[config.mk]
export PLATFORM = sky130hd
export DESIGN_NAME = mem_bus_arbiter
export DESIGN_NICKNAME = d
export VERILOG_FILES = /design/src/rtl/mem_bus_arbiter.sv
export SDC_FILE = /design/constraint.sdc
export NUM_CORES = 1
export LEC_CHECK = 0
export ABC_CLOCK_PERIOD_IN_PS = 4600
export BUFFER_PORTS_ARGS = -buffer_cell sky130_fd_sc_hd__clkbuf_2
export CAP_MARGIN = 20
export CORE_MARGIN = 3
export CORE_UTILIZATION = 45
export CTS_CLUSTER_SIZE = 14
export DETAILED_ROUTE_END_ITERATION = 7
export PLACE_DENSITY = 0.78
export SYNTH_ARGS = -nofsm -noshare
export SYNTH_HDL_FRONTEND = slang
export SYNTH_SLANG_ARGS = --single-unit
export TNS_END_PERCENT = 30
[constraint.sdc]
create_clock -name clk -period 4.6 [get_ports clk]
set_input_delay 0.23 -clock clk [delete_from_list [all_inputs] [get_ports clk]]
set_output_delay 0.23 -clock clk [all_outputs]
set_load 0.02 [all_outputs]
[src/rtl/mem_bus_arbiter.sv]
// Two-requester (CPU/GPU) round-robin arbiter for a single variable-latency memory port.
// One transaction in flight at a time; a stuck memory is aborted after TIMEOUT wait cycles.
//
// state   | meaning
// IDLE    | arbitrate; on a grant latch the winner's request into mem*
// WAIT    | memReq held; wait for memReady or the timeout
// RESP    | one-cycle Ack to the granted requester, then back to IDLE
module mem_bus_arbiter #(
  parameter int DATA_WIDTH = 32,
  parameter int TIMEOUT    = 255
) (
  input  logic                  clk,
  input  logic                  reset,
  input  logic                  cpuReq,
  input  logic                  cpuWrite,
  input  logic [DATA_WIDTH-1:0] cpuAddr,
  input  logic [DATA_WIDTH-1:0] cpuWdata,
  input  logic [1:0]            cpuLen,
  output logic                  cpuAck,
  output logic                  cpuErr,
  output logic [DATA_WIDTH-1:0] cpuRdata,
  input  logic                  gpuReq,
  input  logic                  gpuWrite,
  input  logic [DATA_WIDTH-1:0] gpuAddr,
  input  logic [DATA_WIDTH-1:0] gpuWdata,
  input  logic [1:0]            gpuLen,
  output logic                  gpuAck,
  output logic                  gpuErr,
  output logic [DATA_WIDTH-1:0] gpuRdata,
  output logic                  memReq,
  output logic                  memWrite,
  output logic [DATA_WIDTH-1:0] memAddr,
  output logic [DATA_WIDTH-1:0] memWdata,
  output logic [1:0]            memLen,
  input  logic [DATA_WIDTH-1:0] memRdata,
  input  logic                  memReady
);

  // The counter only needs to reach TIMEOUT-1: the abort happens on the edge that would make it TIMEOUT.
  localparam int CW = (TIMEOUT > 1) ? $clog2(TIMEOUT) : 1;
  localparam logic [CW-1:0] CNT_LAST = CW'((TIMEOUT > 0) ? TIMEOUT - 1 : 0);

  typedef enum logic [1:0] {
    ST_IDLE = 2'd0,
    ST_WAIT = 2'd1,
    ST_RESP = 2'd2
  } state_t;

  state_t                state_q, state_d;
  logic                  last_grant_q, last_grant_d;
  logic                  gnt_q, gnt_d;
  logic [CW-1:0]         cnt_q, cnt_d;
  logic                  mem_req_q, mem_req_d;
  logic                  mem_write_q, mem_write_d;
  logic [DATA_WIDTH-1:0] mem_addr_q, mem_addr_d;
  logic [DATA_WIDTH-1:0] mem_wdata_q, mem_wdata_d;
  logic [1:0]            mem_len_q, mem_len_d;
  logic                  cpu_ack_q, cpu_ack_d;
  logic                  cpu_err_q, cpu_err_d;
  logic [DATA_WIDTH-1:0] cpu_rdata_q, cpu_rdata_d;
  logic                  gpu_ack_q, gpu_ack_d;
  logic                  gpu_err_q, gpu_err_d;
  logic [DATA_WIDTH-1:0] gpu_rdata_q, gpu_rdata_d;

  logic                  pick_gpu;
  logic                  done;
  logic                  timed_out;
  logic [DATA_WIDTH-1:0] rd_val;

  always_comb begin
    state_d      = state_q;
    last_grant_d = last_grant_q;
    gnt_d        = gnt_q;
    cnt_d        = cnt_q;
    mem_req_d    = mem_req_q;
    mem_write_d  = mem_write_q;
    mem_addr_d   = mem_addr_q;
    mem_wdata_d  = mem_wdata_q;
    mem_len_d    = mem_len_q;
    cpu_ack_d    = 1'b0;
    cpu_err_d    = cpu_err_q;
    cpu_rdata_d  = cpu_rdata_q;
    gpu_ack_d    = 1'b0;
    gpu_err_d    = gpu_err_q;
    gpu_rdata_d  = gpu_rdata_q;
    // On a tie the GPU wins only if the CPU had the previous grant.
    pick_gpu     = gpuReq & (~cpuReq | ~last_grant_q);
    done         = 1'b0;
    timed_out    = 1'b0;
    rd_val       = '0;

    case (state_q)
      ST_IDLE: begin
        if (cpuReq || gpuReq) begin
          gnt_d       = pick_gpu;
          mem_req_d   = 1'b1;
          mem_write_d = pick_gpu ? gpuWrite : cpuWrite;
          mem_addr_d  = pick_gpu ? gpuAddr  : cpuAddr;
          mem_wdata_d = pick_gpu ? gpuWdata : cpuWdata;
          mem_len_d   = pick_gpu ? gpuLen   : cpuLen;
          cnt_d       = '0;
          state_d     = ST_WAIT;
        end
      end
      ST_WAIT: begin
        if (memReady) begin
          done   = 1'b1;
          rd_val = memRdata;
        end else if (TIMEOUT != 0 && cnt_q == CNT_LAST) begin
          done      = 1'b1;
          timed_out = 1'b1;
        end else begin
          cnt_d = cnt_q + CW'(1);
        end
        if (done) begin
          mem_req_d = 1'b0;
          state_d   = ST_RESP;
          if (gnt_q) begin
            gpu_ack_d = 1'b1;
            gpu_err_d = timed_out;
            if (!mem_write_q) gpu_rdata_d = rd_val;
          end else begin
            cpu_ack_d = 1'b1;
            cpu_err_d = timed_out;
            if (!mem_write_q) cpu_rdata_d = rd_val;
          end
        end
      end
      ST_RESP: begin
        last_grant_d = gnt_q;
        state_d      = ST_IDLE;
      end
      default: state_d = ST_IDLE;
    endcase
  end

  always_ff @(posedge clk or posedge reset) begin
    if (reset) begin
      state_q      <= ST_IDLE;
      last_grant_q <= 1'b1;
      gnt_q        <= 1'b0;
      cnt_q        <= '0;
      mem_req_q    <= 1'b0;
      mem_write_q  <= 1'b0;
      mem_addr_q   <= '0;
      mem_wdata_q  <= '0;
      mem_len_q    <= '0;
      cpu_ack_q    <= 1'b0;
      cpu_err_q    <= 1'b0;
      cpu_rdata_q  <= '0;
      gpu_ack_q    <= 1'b0;
      gpu_err_q    <= 1'b0;
      gpu_rdata_q  <= '0;
    end else begin
      state_q      <= state_d;
      last_grant_q <= last_grant_d;
      gnt_q        <= gnt_d;
      cnt_q        <= cnt_d;
      mem_req_q    <= mem_req_d;
      mem_write_q  <= mem_write_d;
      mem_addr_q   <= mem_addr_d;
      mem_wdata_q  <= mem_wdata_d;
      mem_len_q    <= mem_len_d;
      cpu_ack_q    <= cpu_ack_d;
      cpu_err_q    <= cpu_err_d;
      cpu_rdata_q  <= cpu_rdata_d;
      gpu_ack_q    <= gpu_ack_d;
      gpu_err_q    <= gpu_err_d;
      gpu_rdata_q  <= gpu_rdata_d;
    end
  end

  assign memReq   = mem_req_q;
  assign memWrite = mem_write_q;
  assign memAddr  = mem_addr_q;
  assign memWdata = mem_wdata_q;
  assign memLen   = mem_len_q;
  assign cpuAck   = cpu_ack_q;
  assign cpuErr   = cpu_err_q;
  assign cpuRdata = cpu_rdata_q;
  assign gpuAck   = gpu_ack_q;
  assign gpuErr   = gpu_err_q;
  assign gpuRdata = gpu_rdata_q;

endmodule

After elaboration in Yosys (flattened, before gate mapping)
Cells that the tools add are included.

Bitwise operators: 6. $add $sub $neg: 1. Multiplexer cells: 25. Eq/ne operators: 7. Reduce and logical (&&, ||, !) cells: 11.

Operators by type and width (number): two-way mux 32 bit (3); two-way mux 8 bit (3); one-hot mux 8 bit (2 select lines) (1); two-way mux 1 bit (13); AND reduction 4 bit (3); AND reduction 3 bit (3); adder 8 x 1 -> 8 bit, second input constant (1); == test 8 bit, second input constant (1); inequality test 2 bit, second input constant (4); two-way mux 2 bit (3); inverter 1 bit (4); one-hot mux 2 bit (2 select lines) (1); AND reduction 2 bit (2); == test 2 x 1 -> 1 bit, second input constant (1); == test 2 bit, second input constant (1); logical NOT 2 bit (1); one-hot mux 1 bit (2 select lines) (1); nonzero test 2 bit (1); AND 1 bit (1); logical OR 1 bit (1); OR 1 bit (1).

Flip-flop bits (word level): 148. Bits of input ports: 171. Output and inout port bits: 136.

Longest topological paths before layout
Gate-level depths: netlist of run 1.

Depth in word-level cells: 6. Mapped depth: 7.

Worst setup path before layout of run 1
Ideal clock, no wire load.

Path kind: reg-to-reg. Start point: reg cnt_q[0]. End point: reg gpu_rdata_q[0] (netlist: gpuRdata[0]). Required time: 4.522 ns. Slack: 3.017 ns. Cell stages (with the launch flop): 8. Setup time: 0.078 ns. Arrival: 1.505 ns. Cells stage by stage: dfrtp_1 inv_1 ha_1 and3_1 and2_4 o2111ai_2 buf_2 o2bb2ai_1.

Longest elaborated chain between the ends: 5.

RTL lines: start: declaration (RTL line 52) `logic [CW-1:0] cnt_q, cnt_d;`; start signal: assignment (RTL line 158) `cnt_q <= cnt_d;`; == test 8 bit (RTL line 109) `end else if (TIMEOUT != 0 && cnt_q == CNT_LAST) begin`; two-way mux 1 bit (RTL line 109); two-way mux 1 bit (RTL line 106) `if (memReady) begin`; two-way mux 1 bit (RTL line 92) `case (state_q)`; AND reduction 4 bit (no source line); end signal: assignment (RTL line 169) `gpu_rdata_q <= gpu_rdata_d;`; end: declaration (RTL line 63) `logic [DATA_WIDTH-1:0] gpu_rdata_q, gpu_rdata_d;`.

No other way between the ends. The select of a mux whose other input is x is not followed. A chain may end at the register's enable or synchronous reset.

Worst setup path in the final report of run 1
Start point: reg state_q[0]. End point: reg cpu_rdata_q[4] (netlist: cpuRdata[4]).

Longest elaborated chain between the ends: 2.

RTL lines: start: declaration (RTL line 49) `state_t state_q, state_d;`; start signal: assignment (RTL line 155) `state_q <= state_d;`; == test 2 x 1 -> 1 bit (RTL line 92); AND reduction 4 bit (no source line); end signal: assignment (RTL line 166) `cpu_rdata_q <= cpu_rdata_d;`; end: declaration (RTL line 60) `logic [DATA_WIDTH-1:0] cpu_rdata_q, cpu_rdata_d;`.

No other way between the ends.

==> flow_summary.toml, run 1 <==
[status]
status = "completed"

[sta]
setup-tns-final_ps = 0
min_period_over_period_pct = 48.1
fin_skew_ps = 10.0
tightest_slew_ps = 933
timing.fmax_ghz = 0.452
slew_violations = 0
hold_viol = 0
finalSetupViolCount = 0
fin_crit_ps = 2210
slew_headroom_pct = 37.8
rsz0062_at_grt = "false"

[die]
core_area_sq_um = 13900
rows = 43
start_util_pct = 46.0
die_y_um = 125
die_w_um = 125
ios = 307
dieArea_sq_um = 15700

[logic_synthesis]
synthMuxAreaShare_pct = 10.5
synth_compound_area_share_pct = 18.6
synthAdderAreaFrac_pct = 0.390
syn_nets = 734
synth_area_sq_um = 6420
ys_seq_elements = 148
synthCells = 561
synth_xor_area_share_pct = 0
seq_area_frac_synth_pct = 57.7
synth-simple-area-share_pct = 8.42
ys_warn_count = 0
syn_area_per_cell_sq_um = 11.4
synth_top_area_share_pct = 57.3
yosysMostFrequentCell = "dfrtp_1"
synth_top_family_by_area = "compound AO/OA/AOI/OAI gates"
synth-edff-count = 0
synthTopCellsByArea = "dfrtp_1 (57%), mux2i_1 (10%), a21oi_1 (5.3%)"
synth_area_leader_cell = "dfrtp_1"
ys_top_cells_by_count = "dfrtp_1 (147), nor2_1 (74), a21oi_1 (68)"
synth_ff_type = "dfrtp_1"
synth_cell_types = 39
ys_async_sr_fraction_pct = 100

[worst_setup_path]
cpMaxStageDelayCell = "nor2b_1"
timing.rr.end = "cpuRdata[4]"
crit_path_start_kind = "flip-flop"
crit_buf_inv = 0
r2r_start = "state_q[0]"
end_kind = "flip-flop"
worstSetupPathType = "reg2reg"
r2r_cells = 3
path_depth = 3
crit_family = "compound AO/OA/AOI/OAI gates"
endpoint = "cpuRdata[4]"
startpoint = "state_q[0]"
slowest_delay_ps = 630
r2r_setup_slack_ps = 2390
worstPathArrival_ps = 2500
crit_path_max_fanout = 32
cp.required_ps = 4890
path_cells = "nor2b_1, o2111ai_4, a32o_1"

[detailed_routing]
wl_per_cell_um = 16.8
vias = 5468
drc = 0
wl_um = 17500
drt-initial-drc-count = 353
ant_nets = 0
drt_pass1_iterations = 5
viasPerCell = 5.25

[finish]
antenna_cells = 0
final_nets = 1021
fin_util_pct = 61.8
syn_to_final_growth_pct = 34.3
layout-drive-gt1-share_pct = 41.6

[power]
total_power_mw = 6.29
p_leak_nw = 4.31
pwr-share-comb_pct = 43.0
internal_power_mw = 3.67
sequentialPowerShare_pct = 35.7
p_per_area_nw_per_um2 = 730
sw_frac_of_total_pct = 41.8
ir_worst_vdd_uv = 377
switching_power_mw = 2.63
clkPwrFrac_pct = 21.3

[global_route]
grt_max_degree = 134
grt_pass1_wl_um = 27900
grt_use_total_pct = 22.0
overflow = 0
antenna_found_initial = 0
grt_pass1_vias = 5518

[cts]
clock_latency_ps = 410
numCtsBuffers = 17
cts_tree = "done"
clock-sinks = 148
htreeDepth = 4
cts.clk_slew.worst_paths_ps = 60
cts_setup_buffers = 0
post_cts_resized = 0
cts_buffer_depth = 2
cts_root_buffer = "clkbuf_16"
ctsHoldBuffers = 0

[flow_run]
max-cap-violations = 0

[placement]
place.gp.congestion = 0.816
hpwl_um = 12900
numPortBuffers = 306

[worst_hold_path]
min_path_type = "in2async"
## sequential cells by signal, summed over array words and instances (netlist names)
name / cells
gpuAck: 1
cpuRdata: 32
memReq: 1
gpuErr: 1
last_grant_q: 1
memWdata: 32
cpuErr: 1
memAddr: 32
state_q: 2
cnt_q: 8
cpuAck: 1
memWrite: 1
gnt_q: 1
memLen: 2
gpuRdata: 32
## kinds of logic after synthesis
logic type               after synthesis
AND/OR/NAND/NOR                      128
adder cells (fa/ha/maj)                2
multiplexers                          67
AO/OA/AOI/OAI                        163
buffers and inverters                 53
flip-flops                           148
## worst register-to-register path, stage by stage (launching register included)
cell and delay, ps:
dfrtp_1 410, nor2b_1 640, o2111ai_4 610, a32o_1 440
## final cells by class
type                       count  area [sq um]
multi-input combinational    360          2440
clock buffer                  20           447
sequential                   148          3700
tap                          180           225
timing repair buffer         314          1640
clock inverter                12           131
inverter                       7          31.3
fill                        1172          5320
## cell usage in the layout (no fill, tap or decap), drive strengths merged
master,instances
dfrtp,147
dfstp,1
a21boi,1
bufinv,2
o22ai,1
a31oi,4
and2,2
a31o,1
a21o,1
nand4,1
ha,2
nand3,6
nand2,34
o22a,1
a32o,32
clkbuf,326
or2,1
nor2,75
and4,1
clkinvlp,4
o2bb2ai,32
clkinv,5
o21ai,8
buf,8
o31ai,8
mux2i,67
o41ai,4
nand2b,3
o2111ai,2
a21oi,68
inv,8
nor2b,1
and3,4
## power groups by stage
stage	Sequential [mW]	Combinational, mW	Clock [mW]
final	2.25	2.71	1.34
after global routing	2.32	2.93	1.43
after CTS	2.24	2.73	1.37
after detailed placement	2.25	2.73	0
after global placement	2.23	2.66	0
after floorplan	2.91	1.12	0
## layer usage
metal | vias to the layer above | GRT usage (%) | routed length [um] | share of wire (%)
met5 | - | 0 | 0 | 0
met4 | 0 | 7.27 | 408 | 2.3
met3 | 32 | 5.72 | 903 | 5.2
met2 | 177 | 38.2 | 9070 | 52
met1 | 2639 | 27.0 | 7140 | 41
li1 | 2620 | - | - | -
## metrics by stage
stage                     hold WS (ps)  instances  cell area [sq um]  worst slack, ps
after floorplan                    327        561               6420              392
after global placement             459       1007               7990             2100
after detailed placement           469       1008               8020             2410
after CTS                         28.8       1040               8600             2390
after global routing              33.5       1041               8620             2210
final                             35.5       1041               8620             2390
## worst min-delay path by stage
stage                 startpoint            to  slack (ps)  cells past startpoint
finish                     reset  memWdata[26]          40                      2
global route        memRdata[20]  gpuRdata[20]          30                      3
CTS                 memRdata[20]  gpuRdata[20]          30                      3
detailed placement        memReq        memReq         470                      1
global placement          memReq        memReq         460                      1
floorplan               memReady        gpuErr         330                      1
No activity file was read; power rests on OpenSTA's default activity.
==> run 2, diff against run 1 <==
ABC_CLOCK_PERIOD_IN_PS = 2000   (was 4600)
CORE_UTILIZATION = 42   (was 45)
PLACE_DENSITY = 0.77   (was 0.78)
clock period = 2 ns   (was 4.6 ns; I/O delays follow)
==> flow_summary.toml, run 2 (synthesized netlist as in run 1, its figures left out) <==
[status]
status = "completed"

[flow_run]
max-cap-violations = 0

[placement]
place_area_sq_um = 8240
place_ws_ps = 298
numPortBuffers = 306
place.gp.congestion = 0.794
hpwl_um = 13200

[power]
p_per_area_nw_per_um2 = 1520
total_power_mw = 15.5
p_leak_nw = 5.01
ir_worst_vdd_uv = 889

[global_route]
antenna_found_initial = 0
grt_use_total_pct = 25.8
grt_pass1_wl_um = 33700
grt_max_degree = 63
overflow = 0
grt_pass1_vias = 6604

[sta]
setup-tns-final_ps = 0
fin_skew_ps = 11.8
hold_viol = 0
slew_headroom_pct = 58.0
setup_slack_ps = 96.4
rsz0062_at_grt = "false"
finalSetupViolCount = 0
timing.fmax_ghz = 0.525
slew_violations = 0
fin_crit_ps = 1900
tightest_slew_ps = 629
min_period_over_period_pct = 95.2

[detailed_routing]
drt_pass1_iterations = 5
wl_per_cell_um = 18.5
vias = 6389
ant_nets = 0
viasPerCell = 5.35
drc = 0
wl_um = 22100
drt-initial-drc-count = 476

[finish]
final_cell_mix = "clkbuf_2 (306), dfrtp_1 (147), dlygate4sd3_1 (124)"
fin_util_pct = 69.1
seqCellArea_sq_um = 3700
layout-drive-gt1-share_pct = 38.0
finish.instance_area_sq_um = 10200
final_common_cell = "clkbuf_2"
antenna_cells = 0
syn_to_final_growth_pct = 58.9
fill_cells = 1042
multiInputGateArea_sq_um = 2440
final_nets = 1170

[worst_setup_path]
slowest_delay_ps = 580
worstSetupPathType = "reg2reg"
path_cells = "a21boi_4, buf_12, buf_4, mux2i_1, dlygate4sd3_1, a21oi_1"
crit_path_start_kind = "flip-flop"
crit_path_max_fanout = 14
cpMaxStageDelayCell = "dlygate4sd3_1"
cp.required_ps = 2300
end_kind = "flip-flop"
worstPathArrival_ps = 2200

[cts]
htreeDepth = 4
numCtsBuffers = 17
clock_latency_ps = 420
cts.clk_slew.worst_paths_ps = 60
clock-sinks = 148
cts_root_buffer = "clkbuf_16"
cts_buffer_depth = 2
cts_tree = "done"

[die]
ios = 307
core_area_sq_um = 14800
rows = 44
start_util_pct = 43.5
die_w_um = 130
die_y_um = 130
dieArea_sq_um = 16800

[worst_hold_path]
min_path_type = "in2reg"
==> run 2: cell count changes in the layout (fill, tap and decap cells not counted), moves of 2 or more <==
cell,delta
dlygate4sd3_1,+124
buf_4,+18
buf_12,+8
clkinv_2,-3
bufinv_16,+2
clkinv_4,+2
==> run 2: final cells by class <==
type                    count  share of cell area, %
multi-input cells         360                   24.0
well taps                 184                   2.26
clock buffers              19                   4.35
flip-flops and latches    148                   36.3
repair buffers            463                   30.9
clock inverters            13                   1.93
inverters                   7                  0.295
==> run 2: per-layer routing <==
| layer | global-route usage, % | share of wire (%) |
|---|---|---|
| met1 | 29.7 | 37 |
| met2 | 44.2 | 52 |
| met3 | 6.88 | 6.3 |
| met4 | 13.3 | 4.6 |
| met5 | 0 | 0 |
==> run 2: repair_timing <==
item,4_1_cts,5_1_grt
hold buffers,124,0
buffers inserted,0,9
resized for setup,0,0
setup endpoints to repair,0,3
hold endpoints to repair,135,0
==> run 2: path summary, 6_finish.rpt <==
path                       cells after the start  slack (ps)         start            to
setup / recovery                               6         100  last_grant_q    memAddr[1]
hold / removal                                 3          10   cpuAddr[23]   memAddr[23]
setup reg to reg                               6         100  last_grant_q    memAddr[1]
hold reg to reg                                1         490   gpuRdata[7]   gpuRdata[7]
max in group asynchronous                      4         970         reset   memAddr[27]
min in group asynchronous                      3         290         reset  gpuRdata[22]
==> run 2: report_power, final <==
| group | switching, mW | internal, mW | total (mW) |
|---|---|---|---|
| Sequential | 0.862 | 4.36 | 5.22 |
| Combinational | 4.30 | 2.58 | 6.88 |
| Clock | 1.29 | 2.14 | 3.43 |
==> run 2: worst max-delay path, delay by kind of cell, from the launching register on <==
kind / cells / cell delay [ps]
flip-flops: 1 / 380
AO/OA/AOI/OAI: 2 / 240
multiplexers: 1 / 240
buffers and inverters: 3 / 920
==> run 2: metrics by stage <==
| stage | hold WS (ps) | instances |
|---|---|---|
| final | 10.3 | 1194 |
| after global routing | 6.11 | 1194 |
| after CTS | 0.969 | 1185 |
| after detailed placement | 201 | 1029 |
| after global placement | 193 | 1029 |
| after floorplan | 197 | 561 |
==> run 3, diff against run 2 <==
CORE_MARGIN = default   (was 3)
PLACE_DENSITY = 0.89   (was 0.77)
==> flow_summary.toml, run 3 (synthesized netlist as in run 1, its figures left out) <==
[die]
die_y_um = 126
dieArea_sq_um = 15800
start_util_pct = 43.6
core_area_sq_um = 14700
ios = 307
rows = 44
die_w_um = 126

[cts]
cts_root_buffer = "clkbuf_16"
cts.clk_slew.worst_paths_ps = 60
clock_latency_ps = 420
clock-sinks = 148
numCtsBuffers = 17
cts_buffer_depth = 2
htreeDepth = 4
cts_tree = "done"

[sta]
fin_skew_ps = 9.41
tightest_slew_ps = 443
slew_headroom_pct = 70.5
setup-tns-final_ps = 0
finalSetupViolCount = 0
min_period_over_period_pct = 95.6
fin_crit_ps = 1910
hold_viol = 0
rsz0062_at_grt = "false"
slew_violations = 0
timing.fmax_ghz = 0.523

[worst_setup_path]
startpoint = "last_grant_q"
r2r_start = "last_grant_q"
crit_path_start_kind = "flip-flop"
path_cells = "a21boi_4, buf_4, clkbuf_16, mux2i_1, dlygate4sd3_1, a21oi_1"
r2r_cells = 6
cpMaxStageDelayCell = "dlygate4sd3_1"
worstPathArrival_ps = 2210
endpoint = "memAddr[31]"
crit_family = "buffers and inverters"
end_kind = "flip-flop"
slowest_delay_ps = 590
timing.rr.end = "memAddr[31]"
path_depth = 6
crit_path_max_fanout = 17
crit_buf_inv = 3
cp.required_ps = 2300
r2r_setup_slack_ps = 90
worstSetupPathType = "reg2reg"

[finish]
seqCellArea_sq_um = 3700
syn_to_final_growth_pct = 55.1
layout-drive-gt1-share_pct = 37.6
fill_cells = 1041
final_nets = 1147
final_cell_mix = "clkbuf_2 (306), dfrtp_1 (147), dlygate4sd3_1 (114)"
multiInputGateArea_sq_um = 2440
final_common_cell = "clkbuf_2"

[power]
ir_worst_vdd_uv = 862
sequentialPowerShare_pct = 34.3
internal_power_mw = 8.81
total_power_mw = 15.3
clkPwrFrac_pct = 21.1
p_leak_nw = 4.89
sw_frac_of_total_pct = 42.3
p_per_area_nw_per_um2 = 1540
switching_power_mw = 6.47
pwr-share-comb_pct = 44.7

[worst_hold_path]
min_path_type = "in2reg"

[detailed_routing]
drc = 17
viasPerCell = 5.51
drt-initial-drc-count = 525
drt_pass1_iterations = 8
vias = 6454
wl_per_cell_um = 18.6
ant_nets = 0
wl_um = 21800

[status]
violations = "DRC"
status = "finished with violations"

[global_route]
overflow = 0
grt_pass1_vias = 6735
grt_pass1_wl_um = 33700
grt_use_total_pct = 27.6
antenna_found_initial = 1
grt_max_degree = 83

[placement]
numPortBuffers = 306
hpwl_um = 12300
place.gp.congestion = 0.850

[flow_run]
max-cap-violations = 0
## run 3: changes by cell type in the layout (fill, tap and decap cells not counted), sizes merged
cell,change
buf,-14
bufinv,-2
clkbuf,+1
clkinvlp,-1
diode,+1
dlygate4sd3,-10
inv,+2
## run 3: how the worst min path moves through the flow
stage / startpoint / endpoint / slack, ps / depth (start not counted)
after floorplan: memReady / gpuErr / 200 / 1
after global placement: reset / gpuRdata[1] / 240 / 3
after detailed placement: reset / gpuRdata[0] / 250 / 3
after CTS: cpuWdata[6] / memWdata[6] / 0.3 / 3
after global routing: cpuWrite / memWrite / 4 / 3
final: cpuWdata[8] / memWdata[8] / 2 / 3
## run 3: area by class of cell
cell class,instances,share of cell area (%)
well taps,184,2.31
clock buffers,19,4.55
repair buffers,440,29.6
inverters,7,0.302
multi-input cells,360,24.5
flip-flops and latches,148,37.2
clock inverters,12,1.43
diodes,1,0.0251
## run 3: worst reg2reg max path: stages (launching register included)
cell,delay (ps)
dfstp_2,550
a21boi_4,50
buf_4,130
clkbuf_16,190
mux2i_1,220
dlygate4sd3_1,590
a21oi_1,70
## run 3: timing repair
item	CTS	global route
gates resized for setup	0	2
hold buffers	114	0
buffers inserted	0	3
endpoints found under the setup margin	0	18
endpoints found under the hold margin	259	0
## run 3: routing by layer
metal  global-route usage (%)  vias to the layer above  part of all wire, %
li1                         -                     2872                    -
met2                     49.3                      388                   52
met4                     18.2                        0                  5.2
met3                     6.16                      107                  6.4
met1                     29.3                     3087                   36
met5                        0                        -                    0
## run 3: stage by stage
| step | std cells | hold slack, ps | utilization [%] | cell area, sq um | worst slack (ps) |
|---|---|---|---|---|---|
| floorplan | 561 | 197 | - | 6420 | 39.8 |
| detailed placement | 1020 | 254 | 55.5 | 8160 | 286 |
| finish | 1171 | 2.36 | 67.7 | 9950 | 88.5 |
| global route | 1171 | 4.17 | 67.7 | 9950 | 30.5 |
| global placement | 1020 | 244 | 55.5 | 8160 | 379 |
| CTS | 1165 | 0.331 | 67.4 | 9900 | 36.6 |
## run 3: power groups by stage
stage	combinational, mW	clock (mW)	sequential (mW)
floorplan	2.57	0	6.70
CTS	6.63	3.26	5.18
global placement	6.20	0	5.15
finish	6.83	3.22	5.24
global route	7.26	3.43	5.39
detailed placement	6.42	0	5.19
